### src/rtl/spi_slave_core_pkg.sv
// Shared SPI slave definitions: word-width codes, data width and FSM states.
package spi_slave_core_pkg;

    localparam int SPI_DATA_WIDTH = 32;

    localparam logic [1:0] SPI_TRANS_8_BITS  = 2'd0;
    localparam logic [1:0] SPI_TRANS_16_BITS = 2'd1;
    localparam logic [1:0] SPI_TRANS_24_BITS = 2'd2;
    localparam logic [1:0] SPI_TRANS_32_BITS = 2'd3;

    typedef enum logic {
        IDLE   = 1'b0,
        ACTIVE = 1'b1
    } spi_slave_state_e;

    // Word length in bits, 8 * (code + 1).
    function automatic logic [5:0] word_bits(input logic [1:0] dtb);
        logic [2:0] bytes;
        bytes = {1'b0, dtb} + 3'd1;
        return {bytes, 3'b000};
    endfunction

endpackage

### src/rtl/spi_slave_sync.sv
// Two-flop synchronizer for one asynchronous input with a selectable reset level.
module spi_slave_sync #(
    parameter logic RST_VAL = 1'b0
) (
    input  logic clk,
    input  logic rst,
    input  logic d,
    output logic q
);

    logic meta;

    always_ff @(posedge clk) begin
        if (rst) begin
            meta <= RST_VAL;
            q    <= RST_VAL;
        end else begin
            meta <= d;
            q    <= meta;
        end
    end

endmodule

### src/rtl/spi_slave_core.sv
// SPI target engine: oversamples SCK/NSS/MOSI, shifts 8..32-bit words, and
// exchanges them with a local valid/ready interface.
module spi_slave_core
    import spi_slave_core_pkg::*;
#(
    parameter int DATA_WIDTH = SPI_DATA_WIDTH
) (
    input  logic                  clk_i,
    input  logic                  rst_i,
    input  logic                  cpol_i,
    input  logic                  cpha_i,
    input  logic                  lsb_i,
    input  logic [1:0]            dtb_i,
    input  logic                  spi_sck_i,
    input  logic                  spi_nss_i,
    input  logic                  spi_mosi_i,
    output logic                  spi_miso_o,
    output logic                  spi_miso_en_o,
    input  logic [DATA_WIDTH-1:0] tx_data_i,
    input  logic                  tx_valid_i,
    output logic                  tx_ready_o,
    output logic [DATA_WIDTH-1:0] rx_data_o,
    output logic                  rx_valid_o,
    input  logic                  rx_ready_i,
    output logic                  rx_ovf_o,
    output logic                  tx_udf_o,
    output logic                  busy_o
);

    logic sck_s, nss_s, mosi_s, sck_d;
    logic rise_p1, fall_p1, mosi_p1, nss_p1;
    logic [2:0] settle;

    spi_slave_state_e state;
    logic cpol_l, cpha_l, lsb_l, armed, skip, udf_pend, hold_full;
    logic [5:0] nbits;
    logic [4:0] cnt;
    logic [DATA_WIDTH-1:0] tx_shift, rx_shift, rx_next, hold_data;
    logic leading, trailing, sample, drive, accept, last_bit;

    function automatic logic [DATA_WIDTH-1:0] align_tx(input logic [DATA_WIDTH-1:0] w,
                                                      input logic [5:0] n, input logic lsb);
        return lsb ? w : (w << (6'(DATA_WIDTH) - n));
    endfunction

    function automatic logic [DATA_WIDTH-1:0] extract_rx(input logic [DATA_WIDTH-1:0] s,
                                                        input logic [5:0] n, input logic lsb);
        logic [DATA_WIDTH-1:0] mask;
        mask = ~({DATA_WIDTH{1'b1}} << n);
        return lsb ? (s >> (6'(DATA_WIDTH) - n)) : (s & mask);
    endfunction

    spi_slave_sync #(.RST_VAL(1'b0)) u_sync_sck  (.clk(clk_i), .rst(rst_i), .d(spi_sck_i),  .q(sck_s));
    spi_slave_sync #(.RST_VAL(1'b1)) u_sync_nss  (.clk(clk_i), .rst(rst_i), .d(spi_nss_i),  .q(nss_s));
    spi_slave_sync #(.RST_VAL(1'b0)) u_sync_mosi (.clk(clk_i), .rst(rst_i), .d(spi_mosi_i), .q(mosi_s));

    // Stage p1: registered edge pulses, aligned MOSI/NSS samples
    always_ff @(posedge clk_i) begin
        if (rst_i) begin
            sck_d   <= 1'b0;
            rise_p1 <= 1'b0;
            fall_p1 <= 1'b0;
            mosi_p1 <= 1'b0;
            nss_p1  <= 1'b1;
            settle  <= 3'b000;
        end else begin
            sck_d   <= sck_s;
            rise_p1 <= sck_s & ~sck_d;
            fall_p1 <= ~sck_s & sck_d;
            mosi_p1 <= mosi_s;
            nss_p1  <= nss_s;
            settle  <= {settle[1:0], 1'b1};
        end
    end

    assign leading  = cpol_l ? fall_p1 : rise_p1;
    assign trailing = cpol_l ? rise_p1 : fall_p1;
    assign sample   = cpha_l ? trailing : leading;
    assign drive    = cpha_l ? leading : trailing;
    assign accept   = tx_valid_i & ~hold_full;
    assign last_bit = ({1'b0, cnt} == nbits - 6'd1);
    assign rx_next  = lsb_l ? {mosi_p1, rx_shift[DATA_WIDTH-1:1]}
                            : {rx_shift[DATA_WIDTH-2:0], mosi_p1};

    assign tx_ready_o    = ~hold_full;
    assign spi_miso_o    = lsb_l ? tx_shift[0] : tx_shift[DATA_WIDTH-1];
    assign busy_o        = ~nss_s;
    assign spi_miso_en_o = ~nss_s;

    always_ff @(posedge clk_i) begin
        if (accept) hold_data <= tx_data_i;
    end

    // Stage p2: frame FSM, shifters and handshakes
    always_ff @(posedge clk_i) begin
        if (rst_i) begin
            state      <= IDLE;
            armed      <= 1'b0;
            cpol_l     <= 1'b0;
            cpha_l     <= 1'b0;
            lsb_l      <= 1'b0;
            nbits      <= 6'd8;
            cnt        <= '0;
            skip       <= 1'b0;
            udf_pend   <= 1'b0;
            hold_full  <= 1'b0;
            tx_shift   <= '0;
            rx_shift   <= '0;
            rx_data_o  <= '0;
            rx_valid_o <= 1'b0;
            rx_ovf_o   <= 1'b0;
            tx_udf_o   <= 1'b0;
        end else begin
            rx_ovf_o <= 1'b0;
            tx_udf_o <= 1'b0;
            if (accept) hold_full <= 1'b1;
            if (rx_valid_o && rx_ready_i) rx_valid_o <= 1'b0;
            case (state)
                IDLE: begin
                    // Only a high NSS seen after the reset values have flushed arms a new frame.
                    if (nss_p1) begin
                        armed <= settle[2];
                    end else if (armed) begin
                        state    <= ACTIVE;
                        armed    <= 1'b0;
                        cpol_l   <= cpol_i;
                        cpha_l   <= cpha_i;
                        lsb_l    <= lsb_i;
                        nbits    <= word_bits(dtb_i);
                        cnt      <= '0;
                        rx_shift <= '0;
                        skip     <= cpha_i;
                        udf_pend <= 1'b0;
                        if (hold_full) begin
                            tx_shift  <= align_tx(hold_data, word_bits(dtb_i), lsb_i);
                            hold_full <= 1'b0;
                        end else begin
                            tx_shift <= '0;
                            tx_udf_o <= 1'b1;
                        end
                    end
                end
                ACTIVE: begin
                    if (nss_p1) begin
                        state    <= IDLE;
                        armed    <= 1'b1;
                        cnt      <= '0;
                        tx_shift <= '0;
                        skip     <= 1'b0;
                        udf_pend <= 1'b0;
                    end else begin
                        if (drive) begin
                            if (skip) skip <= 1'b0;
                            else      tx_shift <= lsb_l ? (tx_shift >> 1) : (tx_shift << 1);
                        end
                        if (sample) begin
                            rx_shift <= rx_next;
                            if (udf_pend) begin
                                tx_udf_o <= 1'b1;
                                udf_pend <= 1'b0;
                            end
                            if (last_bit) begin
                                cnt        <= '0;
                                rx_data_o  <= extract_rx(rx_next, nbits, lsb_l);
                                rx_valid_o <= 1'b1;
                                rx_ovf_o   <= rx_valid_o & ~rx_ready_i;
                                // The next drive edge belongs to the finished word; it must not shift.
                                skip       <= 1'b1;
                                if (hold_full) begin
                                    tx_shift  <= align_tx(hold_data, nbits, lsb_l);
                                    hold_full <= 1'b0;
                                    udf_pend  <= 1'b0;
                                end else begin
                                    // Underflow is reported only if the master actually starts this word.
                                    tx_shift  <= '0;
                                    udf_pend  <= 1'b1;
                                end
                            end else begin
                                cnt <= cnt + 5'd1;
                            end
                        end
                    end
                end
                default: state <= IDLE;
            endcase
        end
    end

endmodule

### config.mk
export PLATFORM = sky130hd
export DESIGN_NAME = spi_slave_core
export DESIGN_NICKNAME = d
export VERILOG_FILES = /design/src/rtl/spi_slave_core_pkg.sv /design/src/rtl/spi_slave_sync.sv /design/src/rtl/spi_slave_core.sv
export SDC_FILE = /design/constraint.sdc
export NUM_CORES = 1
export LEC_CHECK = 0
export ABC_CLOCK_PERIOD_IN_PS = 3400
export CAP_MARGIN = 5
export CORE_ASPECT_RATIO = 1.75
export CORE_MARGIN = 4
export CORE_UTILIZATION = 50
export CTS_CLUSTER_DIAMETER = 60
export CTS_CLUSTER_SIZE = 28
export DETAILED_ROUTE_END_ITERATION = 6
export PLACE_DENSITY = 0.71
export SYNTH_ARGS = -nofsm -noshare
export SYNTH_HDL_FRONTEND = slang
export SYNTH_SLANG_ARGS = --single-unit
### constraint.sdc
create_clock -name clk_i -period 3.4 [get_ports clk_i]
set_clock_uncertainty 0.05 [all_clocks]
set_input_delay 1.02 -clock clk_i [delete_from_list [all_inputs] [get_ports clk_i]]
set_output_delay 1.02 -clock clk_i [all_outputs]
set_load 0.01 [all_outputs]
# After elaboration in Yosys (flattened, before gate mapping)
# Cells that the tools add are included.
[classes]
shift = 4
n_addsub = 5
n_reduce_logical = 7
eq_ne = 7
mux = 72
bitwise_logic = 15
[op_table]
columns = ["op", "count"]
rows = [
  ["32-bit 2-to-1 mux", 18],
  ["32-bit case mux with 2 select lines", 2],
  ["32-bit by 6-bit left shift with 32-bit output", 2],
  ["1-bit 2-to-1 mux", 40],
  ["32-bit AND", 1],
  ["32-bit inverter", 1],
  ["32-bit by 6-bit left shift with 32-bit output (first input constant)", 1],
  ["32-bit by 6-bit right shift with 32-bit output", 1],
  ["5-bit 2-to-1 mux", 5],
  ["1-bit case mux with 2 select lines", 6],
  ["6-bit subtractor (first input constant)", 2],
  ["5-bit case mux with 2 select lines", 1],
  ["1-bit inverter", 9],
  ["2-bit inequality test (second input constant)", 4],
  ["4-bit AND reduction", 2],
  ["5-bit by 6-bit == test with 1-bit output", 1],
  ["3-bit AND reduction", 2],
  ["6-bit by 1-bit subtractor with 6-bit output (second input constant)", 1],
  ["5-bit by 1-bit adder with 5-bit output (second input constant)", 1],
  ["5-bit OR reduction", 1],
  ["1-bit AND", 4],
  ["2-bit by 1-bit adder with 3-bit output (second input constant)", 1],
  ["3-bit by 2-bit inequality test with 1-bit output (second input constant)", 1],
  ["2-bit by 1-bit inequality test with 1-bit output (second input constant)", 1],
  ["other kinds (2)", 2],
]
[word_totals]
wordCells = 140
input_bits = 44
ff_bits = 161
out_inout_bits = 39

# Depth between registers and ports, before layout
# Gate-level depths: netlist of the first run.
[logic_depth]
word_depth = 8
ltp_mapped = 11
ltp_nobuf = 8

# Cells and area by module
# From an unflattened synthesis of the first run, not the netlist that was laid out.
[unflattened]
cells_unflattened = 979
area_unflattened_um2 = 8948.6
[by_module_without_submodules]
columns = ["module", "area_per_inst_um2", "seq_area_each_um2", "cells_each", "n_inst"]
rows = [
  ["spi_slave_core", 8790.9, 3423.3, 967, 1],
  ["spi_slave_sync", 52.6, 40.0, 4, 3],
]

# Worst setup path after synthesis of the first run
# Ideal clock, no wire load.
[synth_path]
kind = "input to register"
start = "in tx_valid_i"
end = "reg hold_data[0] (enable)"
setup_ps = 426
path_buffers = 0
stages = 1
t_required_ps = 2924
path_slack_ps = 425
arrival_time_ps = 2498
cell_sequence = "nor2b_1"
[synth_between]
elab_chain_len = 1
[synth_lines]
columns = ["item", "line", "rtl"]
rows = [
  ["start: declaration", "spi_slave_core.sv:20", "input logic tx_valid_i,"],
  ["1-bit AND", "spi_slave_core.sv:80", "assign accept = tx_valid_i & ~hold_full;"],
  ["end signal: assignment", "spi_slave_core.sv:91", "if (accept) hold_data <= tx_data_i;"],
  ["end: declaration", "spi_slave_core.sv:38", "logic [DATA_WIDTH-1:0] tx_shift, rx_shift, rx_next, hold_data;"],
]
# Every way passes these cells.
# A chain may end at the register's enable or synchronous reset.

# Worst setup path in the final report of the first run
[layout_path]
start = "reg nbits[3]"
end = "reg rx_data_o[24]"
[layout_between]
elab_chain_len = 4
word_cells_on_any_way = 9
classes_between = "add/sub: 2; eq/ne: 1; shift: 2; mux: 1; bitwise: 2; reduce/logical: 1"
[layout_lines]
columns = ["item", "line", "rtl"]
rows = [
  ["start: declaration", "spi_slave_core.sv:36", "logic [5:0] nbits;"],
  ["start signal: assignment", "spi_slave_core.sv:129", "nbits <= word_bits(dtb_i);"],
  ["parallel branches: the longest is 4 deep, another holds 6-bit subtractor", "-", ""],
  ["end signal: assignment", "spi_slave_core.sv:164", "rx_data_o <= extract_rx(rx_next, nbits, lsb_l);"],
  ["end: declaration", "spi_slave_core.sv:22", "output logic [DATA_WIDTH-1:0] rx_data_o,"],
]
# Several ways; the timed one is not identified.

==> impl_metrics.env, run 1 <==
export IMPL_antenna_found_initial=0
export IMPL_start_kind="flop"
export IMPL_synth_top_area_share_pct=28.38
export IMPL_finalWorstSetupSlack_ns=0.3774
export IMPL_wl_per_cell_um=20.88
export IMPL_clkSlewWorstSetupHoldPaths_ns=0.06
export IMPL_drt_wl_total_mm=26.40
export IMPL_clkSinkCount=161
export IMPL_critical_path_class="flop to flop"
export IMPL_combinationalPowerShare_pct=6.0
export IMPL_setup_violations=0
export IMPL_place_congestion=0.9358
export IMPL_nNetsFinal=1067
export IMPL_p_per_area_nw_per_um2=392.5
export IMPL_slew_headroom_pct=45.62
export IMPL_p_total_mw=4.158
export IMPL_overflow=0
export IMPL_dp_cells=1233
export IMPL_whs_ns=0.3506
export IMPL_hold_buffers=0
export IMPL_cp_max_fo=20
export IMPL_antenna_cells=0
export IMPL_antenna_left=0
export IMPL_hold_viol_final=0
export IMPL_synth_yosys_seq_area_share_pct=38.94
export IMPL_cts_root_buf="clkbuf_16"
export IMPL_switchingPower_mw=0.9458
export IMPL_die_w_um=110.0
export IMPL_utilization_pct=58.95
export IMPL_tightest_slew_ns=0.8134
export IMPL_max_freq_mhz=330.8
export IMPL_yosys_area_top_type="dfxtp_1"
export IMPL_ys_ff_latch=161
export IMPL_first_iter_violations=588
export IMPL_ys_types=60
export IMPL_final_cell_area_um2=10600
export IMPL_async_reset_ff_share_pct=0
export IMPL_tns_ns=0
export IMPL_p_leak_nw=3.409
export IMPL_clk_path_buf_depth=2
export IMPL_ir_drop_mv=0.3029
export IMPL_status="finished, final reports clean"
export IMPL_cts_tree="built"
export IMPL_num_io_pins=83
export IMPL_htree_levels=4
export IMPL_synth_main_ff_cell="dfxtp_1"
export IMPL_fin_crit_sh_pct=88.90
export IMPL_sw_frac_of_total_pct=22.75
export IMPL_grt_pass1_vias=7765
export IMPL_grt_setup_unrepaired="no"
export IMPL_cts_resized=0
export IMPL_drtPass1Iterations=5
export IMPL_internal_power_mw=3.212
export IMPL_max_cap_violations=0
export IMPL_grt_pass1_wl_mm=42.15
export IMPL_syn_area_um2=9100
export IMPL_dp_slack_ns=0.2329
export IMPL_place_area_um2=10020
export IMPL_route_detailed_drc=0
export IMPL_fill_cells=1597
export IMPL_grt_max_degree=111
export IMPL_track_usage_pct=26.34
export IMPL_pwr_share_clk_pct=45.0
export IMPL_seqPwrFrac_pct=49.0
export IMPL_die_area_um2=20510
export IMPL_maxSlewViolCount=0
export IMPL_core_area_um2=17970
export IMPL_clock_latency_ns=0.44
export IMPL_end_kind="flop"
export IMPL_post_cts_buffers=0
export IMPL_viasPerCell=6.407
export IMPL_portBuffers=82
export IMPL_synth_edf_count=32
export IMPL_numCtsBuffers=17
export IMPL_drive_gt1_share_pct=15.05
export IMPL_hold_depth=1
export IMPL_start_util_pct=50.63
export IMPL_stdcell_count=1264
export IMPL_synth_avg_cell_area_um2=9.295
export IMPL_die_y_um=186.5
export IMPL_hold_path_class="flop to flop"
export IMPL_syn_nets=1028
export IMPL_dpl_hpwl_mm=18.43
export IMPL_area_growth_pct=16.43
export IMPL_cp_arrival_ns=3.28
export IMPL_vias=8098
export IMPL_crit_required_ns=3.66
export IMPL_reg2regPathDepth=8
export IMPL_num_rows=65
export IMPL_syn_inst=979
export IMPL_ys_top_cells_by_area="dfxtp_1 28%, edfxtp_1 11%, mux2_2 5.6%"
export IMPL_period_needed_ns=3.023
export IMPL_yosysWarningCount=0
==> final timing paths <==
check | slack (ns) | endpoint | from
hold reg to reg | 0.35 | rise_p1$_SDFF_PP0_ | sck_d$_SDFF_PP0_
setup / recovery | 0.38 | rx_data_o[24]$_SDFFE_PP0P_ | nbits[3]$_SDFFE_PP1P_
hold / removal | 0.35 | rise_p1$_SDFF_PP0_ | sck_d$_SDFF_PP0_
setup reg to reg | 0.38 | rx_data_o[24]$_SDFFE_PP0P_ | nbits[3]$_SDFFE_PP1P_
==> sequential cells by signal (all words and copies together) (netlist names), 3 cells and up <==
register / flops
hold_data: 32
nbits: 3
rx_shift: 32
tx_shift: 32
cnt: 5
settle: 3
rx_data_o: 32
==> cells in the final DEF (no fill, tap or decap), types with 7 or more instances in the layout <==
| cell type | Yosys | layout |
|---|---|---|
| a211oi_1 | 28 | 28 |
| nor2_1 | 64 | 63 |
| inv_1 | 13 | 13 |
| a22oi_1 | 24 | 24 |
| a21o_1 | 7 | 7 |
| a31oi_1 | 16 | 16 |
| nand4_1 | 9 | 9 |
| a22o_1 | 16 | 16 |
| a21oi_1 | 66 | 66 |
| nor3_2 | 13 | 12 |
| buf_4 | 11 | 27 |
| nor2b_1 | 26 | 25 |
| nand2b_1 | 16 | 16 |
| mux4_2 | 16 | 16 |
| mux2i_1 | 45 | 45 |
| o21ai_0 | 24 | 24 |
| edfxtp_1 | 32 | 32 |
| dfxtp_1 | 129 | 128 |
| clkdlybuf4s50_1 | 0 | 81 |
| o211ai_1 | 31 | 31 |
| o221ai_1 | 8 | 8 |
| mux2_2 | 45 | 45 |
| nor3_1 | 11 | 11 |
| nand3_1 | 39 | 39 |
| a32oi_1 | 8 | 8 |
| a221oi_1 | 22 | 22 |
| o2bb2ai_1 | 16 | 16 |
| a222oi_1 | 8 | 8 |
| nand2_1 | 104 | 104 |
| clkbuf_16 | 0 | 18 |
==> cell usage after synthesis (9+ instances only) <==
master and instances:
mux4_2 16, a211oi_1 28, nand2b_1 16, o21ai_0 24, edfxtp_1 32, buf_1 9
buf_2 20, nand3_1 39, a21oi_1 66, a22oi_1 24, nand4_1 9, mux2_2 45
nand2_1 104, a221oi_1 22, nor2b_1 26, a22o_1 16, mux2i_1 45, clkbuf_1 43
nor3_2 13, o2bb2ai_1 16, a31oi_1 16, o211ai_1 31, inv_1 13, buf_4 11
nor2_1 64, nor3_1 11, dfxtp_1 129
==> cell families (layout without fill, tap and decap cells) <==
group,after synthesis,after routing,synth area share (%)
adders and majority gates,5,5,0.6875
and+or+nand+nor,311,311,17.08
AOI/OAI and AO/OA,287,287,22.58
buffers and inverters,103,154,5.403
DFF,161,161,38.94
muxes,109,109,14.95
xor gates and xnor gates,3,3,0.3713
==> metal layers <==
layer  vias up  wire length, um  GRT usage (%)
li1       3784                -              -
met1      3847             9327          29.04
met2       362            13980          45.77
met3       105             1450          4.223
met5         -                0              0
met4         0             1638          16.27
==> power by group through the flow <==
stage                     logic, mW  clock network (mW)  registers (mW)
after floorplan               0.149                   0            2.05
after global placement        0.247                   0            2.08
after detailed placement      0.249                   0            2.08
after CTS                     0.250                1.91            2.03
after global routing          0.272                2.00            2.04
final                         0.251                1.87            2.04
==> final cells by class <==
class / instances / area [um2] / share of cell area, %
timing repair buffer: 109 / 1033 / 9.754
clock inverter: 7 / 72.57 / 0.6849
tap: 234 / 292.8 / 2.763
clock buffer: 24 / 503.0 / 4.747
inverter: 14 / 52.55 / 0.4960
sequential: 161 / 3547 / 33.48
multi-input combinational: 715 / 5094 / 48.07
==> worst max-delay path, cell delays in order (launching register included) <==
cell      delay (ns)
dfxtp_1         0.34
inv_2           0.10
ha_1            0.21
ha_1            0.34
nand3_1         0.15
nor3_2          0.40
nand3_1         0.67
a221oi_1        0.56
nor3_2          0.06
(Power assumes the default switching activity.)
==> run 2, diff against run 1 <==
--- a/config.mk
+++ b/config.mk
@@ -17,3 +17,4 @@
 export SYNTH_ARGS = -nofsm -noshare
 export SYNTH_HDL_FRONTEND = slang
 export SYNTH_SLANG_ARGS = --single-unit
+export TNS_END_PERCENT = 30
==> results of run 2 <==
Final layout, timing and power as in run 1 (identical DEF).
